===== src/rtl/imm_ext_pkg.sv =====
// Shared encodings and widths for the immediate-extension unit.
package imm_ext_pkg;

  localparam int unsigned ModeW   = 3;
  localparam int unsigned ErrCntW = 8;

  typedef logic [ModeW-1:0] mode_t;

  localparam mode_t MODE_ZERO   = 3'd0;
  localparam mode_t MODE_SIGN   = 3'd1;
  localparam mode_t MODE_UPPER  = 3'd2;
  localparam mode_t MODE_BRANCH = 3'd3;
  localparam mode_t MODE_BYTE   = 3'd4;

endpackage


===== src/rtl/ext_fifo.sv =====
// Generic circular-buffer FIFO with synchronous flush; head is read straight from storage.
module ext_fifo #(
  parameter int unsigned Width = 33,
  parameter int unsigned Depth = 4
) (
  input  logic             clk,
  input  logic             rst_n,
  input  logic             i_flush,
  input  logic             i_wr_en,
  input  logic [Width-1:0] i_wr_data,
  input  logic             i_rd_en,
  output logic [Width-1:0] o_rd_data,
  output logic             o_full,
  output logic             o_empty
);

  localparam int unsigned PtrW = $clog2(Depth);
  localparam int unsigned CntW = PtrW + 1;

  logic [Width-1:0] r_mem [Depth];
  logic [PtrW-1:0]  r_wptr;
  logic [PtrW-1:0]  r_rptr;
  logic [CntW-1:0]  r_count;
  logic             w_wr;
  logic             w_rd;

  assign o_full    = (r_count == CntW'(Depth));
  assign o_empty   = (r_count == '0);
  assign w_wr      = i_wr_en && !o_full && !i_flush;
  assign w_rd      = i_rd_en && !o_empty && !i_flush;
  assign o_rd_data = r_mem[r_rptr];

  // Storage is cleared on reset so the head reads as zero afterwards.
  always_ff @(posedge clk or negedge rst_n) begin
    if (!rst_n) begin
      r_mem <= '{default: '0};
    end else if (w_wr) begin
      r_mem[r_wptr] <= i_wr_data;
    end
  end

  always_ff @(posedge clk or negedge rst_n) begin
    if (!rst_n) begin
      r_wptr  <= '0;
      r_rptr  <= '0;
      r_count <= '0;
    end else if (i_flush) begin
      r_wptr  <= '0;
      r_rptr  <= '0;
      r_count <= '0;
    end else begin
      if (w_wr) r_wptr <= r_wptr + 1'b1;
      if (w_rd) r_rptr <= r_rptr + 1'b1;
      if (w_wr && !w_rd) begin
        r_count <= r_count + 1'b1;
      end else if (w_rd && !w_wr) begin
        r_count <= r_count - 1'b1;
      end
    end
  end

endmodule


===== src/rtl/imm_ext_unit.sv =====
// Immediate extension (zero/sign/upper/branch/byte) feeding a result FIFO, with a
// saturating illegal-mode counter.
module imm_ext_unit
  import imm_ext_pkg::*;
#(
  parameter int unsigned IN_W     = 16,
  parameter int unsigned OUT_W    = 32,
  parameter int unsigned DEPTH    = 4,
  parameter int unsigned BR_SHIFT = 2
) (
  input  logic               clk,
  input  logic               rst_n,
  input  logic               flush,
  input  logic               in_valid,
  output logic               in_ready,
  input  logic [IN_W-1:0]    in_imm,
  input  logic [ModeW-1:0]   in_mode,
  output logic               out_valid,
  input  logic               out_ready,
  output logic [OUT_W-1:0]   out_data,
  output logic               out_err,
  output logic [ErrCntW-1:0] err_count
);

  // Packed as {err, data}.
  function automatic logic [OUT_W:0] extend(input logic [IN_W-1:0] imm, input mode_t mode);
    logic [OUT_W-1:0] sext;
    sext   = {{(OUT_W-IN_W){imm[IN_W-1]}}, imm};
    extend = '0;
    case (mode)
      MODE_ZERO:   extend = {1'b0, {(OUT_W-IN_W){1'b0}}, imm};
      MODE_SIGN:   extend = {1'b0, sext};
      MODE_UPPER:  extend = {1'b0, imm, {(OUT_W-IN_W){1'b0}}};
      MODE_BRANCH: extend = {1'b0, sext << BR_SHIFT};
      MODE_BYTE:   extend = {1'b0, {(OUT_W-8){imm[7]}}, imm[7:0]};
      default:     extend = {1'b1, {OUT_W{1'b0}}};
    endcase
  endfunction

  logic [OUT_W:0]     w_ext;
  logic [OUT_W:0]     w_head;
  logic               w_full;
  logic               w_empty;
  logic               w_accept;
  logic               w_pop;
  logic [ErrCntW-1:0] r_err_count;

  assign w_ext     = extend(in_imm, in_mode);
  assign in_ready  = !w_full;
  assign out_valid = !w_empty;
  assign w_accept  = in_valid && in_ready && !flush;
  assign w_pop     = out_valid && out_ready && !flush;
  assign {out_err, out_data} = w_head;
  assign err_count = r_err_count;

  ext_fifo #(
    .Width (OUT_W + 1),
    .Depth (DEPTH)
  ) u_fifo (
    .clk       (clk),
    .rst_n     (rst_n),
    .i_flush   (flush),
    .i_wr_en   (w_accept),
    .i_wr_data (w_ext),
    .i_rd_en   (w_pop),
    .o_rd_data (w_head),
    .o_full    (w_full),
    .o_empty   (w_empty)
  );

  always_ff @(posedge clk or negedge rst_n) begin
    if (!rst_n) begin
      r_err_count <= '0;
    end else if (w_accept && w_ext[OUT_W] && (r_err_count != '1)) begin
      r_err_count <= r_err_count + 1'b1;
    end
  end

endmodule


===== config.mk =====
export PLATFORM = sky130hd
export DESIGN_NAME = imm_ext_unit
export DESIGN_NICKNAME = d
export VERILOG_FILES = /design/src/rtl/imm_ext_pkg.sv /design/src/rtl/ext_fifo.sv /design/src/rtl/imm_ext_unit.sv
export SDC_FILE = /design/constraint.sdc
export NUM_CORES = 1
export LEC_CHECK = 0
export BUFFER_PORTS_ARGS = -buffer_cell sky130_fd_sc_hd__buf_2
export CAP_MARGIN = 20
export CORE_MARGIN = 8
export CORE_UTILIZATION = 53
export CTS_CLUSTER_DIAMETER = 150
export DETAILED_ROUTE_END_ITERATION = 10
export MAX_ROUTING_LAYER = met4
export PLACE_DENSITY = 0.86
export SLEW_MARGIN = 0
export SYNTH_ARGS = -nofsm -noshare
export SYNTH_HDL_FRONTEND = slang
export SYNTH_SLANG_ARGS = --single-unit

===== constraint.sdc =====
create_clock -name clk -period 2.33 [get_ports clk]
set_input_delay 0.466 -clock clk [delete_from_list [all_inputs] [get_ports clk]]
set_output_delay 0.466 -clock clk [all_outputs]
set_load 0.005 [all_outputs]

; ---- Word level (Yosys, flattened, before mapping)
; Index checks and enable logic that the tools add are counted.
[totals]
reg_bits = 147
[op_classes]
addsub = 5
order_cmp = 3
n_eq_ne = 6
n_mux = 14
bitwise_logic = 2
reduce_logical = 23
[ops]
columns = operator, n
row1 = one-hot mux 33 bit (5 select lines), 1
row2 = bitwise mux 132 bit, 1
row3 = two-way mux 33 bit, 3
row4 = binary-select mux 33 bit (select 2 bit), 1
row5 = demux 33 bit (select 2 bit), 1
row6 = logical AND 1 bit, 13
row7 = two-way mux 3 bit, 3
row8 = adder 8 x 1 -> 8 bit (second input constant), 1
row9 = two-way mux 2 bit, 4
row10 = != test 8 bit (second input constant), 1
row11 = == test 3 x 2 -> 1 bit (second input constant), 2
row12 = == test 3 bit (second input constant), 2
row13 = greater-or-equal comparator 3 bit (second input constant), 2
row14 = zero test 3 bit, 2
row15 = NOT 2 -> 3 bit, 2
row16 = zero test 1 bit, 5
row17 = adder 2 x 1 -> 2 bit (second input constant), 2
row18 = nonzero test 2 bit, 2
row19 = adder 3 x 1 -> 3 bit (second input constant), 1
row20 = == test 3 x 1 -> 1 bit (second input constant), 1
row21 = less-than comparator 3 x 1 -> 1 bit (second input constant), 1
row22 = nonzero test 3 bit, 1
row23 = subtractor 3 x 1 -> 3 bit (second input constant), 1

; ---- Depth between registers and ports, before layout
[depth]
depth_word = 11
mapped_depth = 10

; ---- Hierarchy
; A second synthesis with hierarchy kept.
[hier_totals]
cells_unflattened = 509
area_unflattened_um2 = 7613.6
[modules_own_cells]
columns = mod, instances, cells_per_inst, area_each_um2, seq_area_each_um2
row1 = ext_fifo, 1, 383, 6620.1, 3478.3
row2 = imm_ext_unit, 1, 126, 993.5, 200.2

; ---- Worst setup path after synthesis
; Ideal clock, no wire load.
[synth_path]
kind = reg-to-reg
from = register u_fifo.r_count[1]
to = register u_fifo.r_count[2]
arrival_ps = 2322
t_required_ps = 2210
setup_slack_ps = -112
stages_incl_launch_ff = 11
period_less_slack_ps = 2442
path_cell_list = dfrtp_1 or3b_1 buf_6 buf_8 and2_4 and2_1 fa_1 nand2_1 nor2_1 a311o_2 and3_1
[synth_via]
elab_cells_between_ends = 22
cone_classes = add/sub: 2 / eq/ne: 1 / mux: 3 / reduce/logical: 16
[synth_rtl]
columns = item, line
row1 = start: declaration, ext_fifo.sv:23  ; logic [CntW-1:0] r_count;
row2 = start signal: assignment, ext_fifo.sv:55  ; r_count <= r_count + 1'b1;
row3 = start signal: assignment, ext_fifo.sv:57  ; r_count <= r_count - 1'b1;
row4 = == test 3 bit (*), ext_fifo.sv:27  ; assign o_full = (r_count == CntW'(Depth));
row5 = zero test 1 bit (*), imm_ext_unit.sv:49  ; assign in_ready = !w_full;
row6 = via in_ready, imm_ext_unit.sv:15  ; output logic in_ready,
row7 = logical AND 1 bit (2 in a row), imm_ext_unit.sv:51  ; assign w_accept = in_valid && in_ready && !flush;
row8 = logical AND 1 bit (*) (2 in a row), ext_fifo.sv:29  ; assign w_wr = i_wr_en && !o_full && !i_flush;
row9 = logical AND 1 bit / zero test 1 bit (equally long branches), "ext_fifo.sv:54, ext_fifo.sv:56"
row10 = two-way mux 3 bit / logical AND 1 bit (equally long branches), "ext_fifo.sv:54, ext_fifo.sv:56"
row11 = two-way mux 3 bit / nonzero test 3 bit (equally long branches), -
; Mark *: on every way through the listed nets, which the timed path passes. The rest lies on a longest branch. The select of a mux whose other input is x is not followed.
; A chain may end at the register's enable or synchronous reset.

; ---- Worst setup path after layout
[layout_path]
from = register u_fifo.r_rptr[0]
to = output port out_data[24]
[layout_via]
elab_chain_len = 4
[layout_rtl]
columns = item, line
row1 = start: declaration, ext_fifo.sv:22  ; logic [PtrW-1:0] r_rptr;
row2 = start signal: assignment, ext_fifo.sv:53  ; if (w_rd) r_rptr <= r_rptr + 1'b1;
row3 = NOT 2 -> 3 bit (implied by the code), ext_fifo.sv:31  ; assign o_rd_data = r_mem[r_rptr];
row4 = binary-select mux 33 bit (select 2 bit), ext_fifo.sv:31
row5 = two-way mux 33 bit (implied by the code) (2 in a row), ext_fifo.sv:31
row6 = end: declaration, imm_ext_unit.sv:20  ; output logic [OUT_W-1:0] out_data,
; Every way passes these cells. The select of a mux whose other input is x is not followed.

==> summary.md <==
| Metric | Value |
|---|---|
| Hold Crit Start | `flush` |
| Number of I/O port buffers | `66` |
| DRT Pass-1 Iters | `5` |
| Postcts setup bufs | `0` |
| Post-Place Cell Area | `0.00743 mm2` |
| Initial core utilization | `54.6%` |
| Hold WC Path Type | `input port to flop` |
| Nets@finish | `734` |
| Total power | `8.91 mW` |
| Synth Area in Compound Gates | `15.1%` |
| Mapped cell area | `0.00691 mm2` |
| Post-route ant nets | `0` |
| H-tree depth | `4` |
| Slew @ Worst Pin | `0.557 ns` |
| Area delta synth->final | `16.7%` |
| Core area | `0.0127 mm2` |
| Worst Setup SP | `u_fifo.r_rptr[0]` |
| Setup TNS | `0 ns` |
| Yosys top cell area share | `53.2%` |
| FF-to-FF Start | `u_fifo.r_count[1]` |
| Die area | `0.0170 mm2` |
| Crit start category | `flop` |
| Leakage Power | `3.66 nW` |
| Die Wd | `130 um` |
| YS warnings | `0` |
| Top cells by count, synth | `149 x nand2_1, 147 x dfrtp_1, 129 x o21ai_0` |
| DRC violations left | `0` |
| Synth area leaders | `dfrtp_1 53%, mux4_2 11%, o21ai_0 9.3%` |
| Initial antenna violation count | `0` |
| FMAX | `0.434 GHz` |
| Clk root buf | `clkbuf_16` |
| Asr flop ratio synth | `100%` |
| Global route total overflow | `0` |
| Post-Synth Adder-Cell Area | `1.19%` |
| Outcome | `completed` |
| FF+latch area | `0.00368 mm2` |
| Crit Path Max Fanout | `17` |
| Synth Area per Inst | `10.7 um2` |
| Hold depth | `3` |
| Gr usage total | `21.5%` |
| TritonCTS clock tree | `built` |
| Footprint of the multi-input gates | `0.00298 mm2` |
| Worst path cell trace | `buf_12 -> mux4_2 -> buf_2` |
| HPWL Detailed | `10,900 um` |
| Post-synthesis mux area share | `12.2%` |
| CP Capture Type | `primary output` |
| Crit-path max cell delay | `0.55 ns` |
| Setup violations, final | `0` |
| Post-Synth XOR/XNOR Area | `1.27%` |
| #FFs+latches synth | `147` |
| # clock sinks | `147` |
| Ant. Diodes | `0` |
| Die height | `130 um` |
| Largest family of logic cells by synthesized area | `compound AO/OA/AOI/OAI gates` |
| Global-route wire length before repair | `27,300 um` |
| Max VDD drop | `0.000595 V` |
| Final worst-path cycle share | `98.9%` |
| Share of cells above drive strength 1 | `23.2%` |
| Slew Viols, Final | `0` |
| Clock Latency Late Sink | `0.42 ns` |
| EDFF count, synth | `0` |
| IO Count | `67` |
| Worst r2r path cells | `8` |
| Mapped Nets | `679` |
| Largest net degree at the start of global routing | `65` |
| MaxCap Viol Count | `0` |
| Netlist cell types | `46` |
| CTS clk-pin slew, worst paths | `0.06 ns` |
| # fillers | `937` |
| Clock skew | `0.00881 ns` |
| DR iter-0 viols | `522` |
| RD Place Congestion | `0.879` |
| Crit path DAT | `1.84 ns` |
| Tmin final | `2.30 ns` |
| P per Cell Area | `1100 mW/mm2` |
| Sequential area share after synthesis | `53.2%` |
| Final WL | `16,600 um` |
| Vias in the first global route | `5,441` |
| Slowest stage cell, crit path | `mux4_2` |
| Yosys top cell by area | `dfrtp_1` |
| Slew Limit Headroom | `62.7%` |
| Final Instance Area | `0.00807 mm2` |
| Simple-gate share of the synthesized area | `13.2%` |
| Via count | `5,236` |
| Cell count after synthesis | `649` |
| Wire per inst | `18.7 um` |
| Critical Path RT | `1.86 ns` |
| Final count of hold timing violations | `0` |
| Total CTS buffers | `17` |
| Clock Tree Buf Depth | `2` |
| Vias per Instance | `5.89` |
| Top FF cell, synth | `dfrtp_1` |
| Most frequent cell after synthesis | `nand2_1` |
| Crit path kind | `flop to primary output` |
| RSZ-0062 raised after global routing | `true` |
| Rows | `41` |
## cell usage in the layout, fill, tap and decap left out, types with 3 or more instances in the layout
cell | Yosys | routed
and3_2 | 3 | 3
xnor2_1 | 7 | 7
nand3_1 | 3 | 3
nand2_1 | 149 | 149
buf_12 | 0 | 6
o21a_1 | 16 | 16
clkbuf_16 | 0 | 18
mux4_2 | 33 | 33
nand3b_1 | 3 | 3
a31oi_1 | 8 | 8
ha_1 | 5 | 5
nor2_1 | 8 | 8
a22oi_1 | 6 | 6
dfrtp_1 | 147 | 146
buf_6 | 2 | 5
and3_1 | 5 | 5
o21ai_0 | 129 | 129
clkbuf_1 | 19 | 3
nor2b_1 | 9 | 9
nand4_1 | 3 | 3
nand2b_1 | 6 | 6
clkinvlp_4 | 0 | 3
xor2_1 | 3 | 3
buf_2 | 26 | 61
mux2_4 | 4 | 4
inv_1 | 7 | 7
nand3_2 | 4 | 4
a21oi_1 | 18 | 18
clkinv_2 | 0 | 5
buf_4 | 0 | 10
## sequential cells by signal (all words and copies together) (netlist names)
name            cells
u_fifo.r_count      3
u_fifo.r_wptr       2
u_fifo.r_rptr       2
u_fifo.r_mem      132
err_count           8
## worst max-delay path, delay by kind of cell (launching register included)
kind / cells / cell delay (ns)
flip-flops: 1 / 0.48
buffers and inverters: 2 / 0.38
multiplexers: 1 / 0.55
## area by class of cell
class                           instances  area share [%]
Tap cell                              172            2.67
Multi-Input combinational cell        447            37.0
Clock inverter                         10            1.33
Clock buffer                           22            5.75
Timing Repair Buffer                   84            7.34
Sequential cell                       147            45.6
Inverter                                7           0.326
## final timing paths
check	to	slack, ns
setup / recovery	out_data[24]	0.03
hold reg to reg	u_fifo.r_mem[68]	0.48
min in group asynchronous	u_fifo.r_mem[104]	0.54
setup reg to reg	u_fifo.r_count[2]	0.10
hold / removal	u_fifo.r_wptr[0]	0.37
max in group asynchronous	u_fifo.r_mem[9]	1.05
## stage by stage
stage          util [%]  setup slack, ns  instances  hold slack (ns)
2_1_floorplan         -         -0.00877        649            0.170
3_3_place_gp       58.6            0.196        855            0.417
3_5_place_dp       58.6            0.115        855            0.429
5_1_grt            63.7          -0.0239        889            0.371
6_report           63.7           0.0258        889            0.365
4_1_cts            63.2          -0.0203        888            0.347
## where the power goes
group / leakage [nW] / switching [mW] / total (mW) / internal, mW
sequential: 1.96 / 0.509 / 3.91 / 3.40
clock: 0.276 / 1.03 / 2.65 / 1.62
combinational: 1.42 / 1.15 / 2.36 / 1.21
total: 3.66 / 2.69 / 8.91 / 6.22
## per-layer routing
| layer | wire (um) | global-route usage, % | part of all wire (%) | vias to the layer above |
|---|---|---|---|---|
| met5 | 0 | - | 0 | - |
| met4 | 374 | 8.61 | 2.2 | 0 |
| met3 | 1240 | 6.57 | 7.4 | 38 |
| met2 | 8380 | 34.5 | 50 | 166 |
| met1 | 6660 | 24.9 | 40 | 2653 |
| li1 | - | - | - | 2379 |
## cells by family after synthesis
group,after synthesis
compound gates,187
xor+xnor,10
fa+ha+maj,6
buf+inv,55
flops,147
mux,41
simple gates,203
## what timing repair did
action,in CTS,in global routing
pin swaps,0,0
endpoints found under the hold margin,39,0
gates resized for setup,0,5
hold buffers,1,0
gates cloned,0,1
endpoints found under the setup margin,9,34
Note: power is estimated with default switching activity, not from simulation.
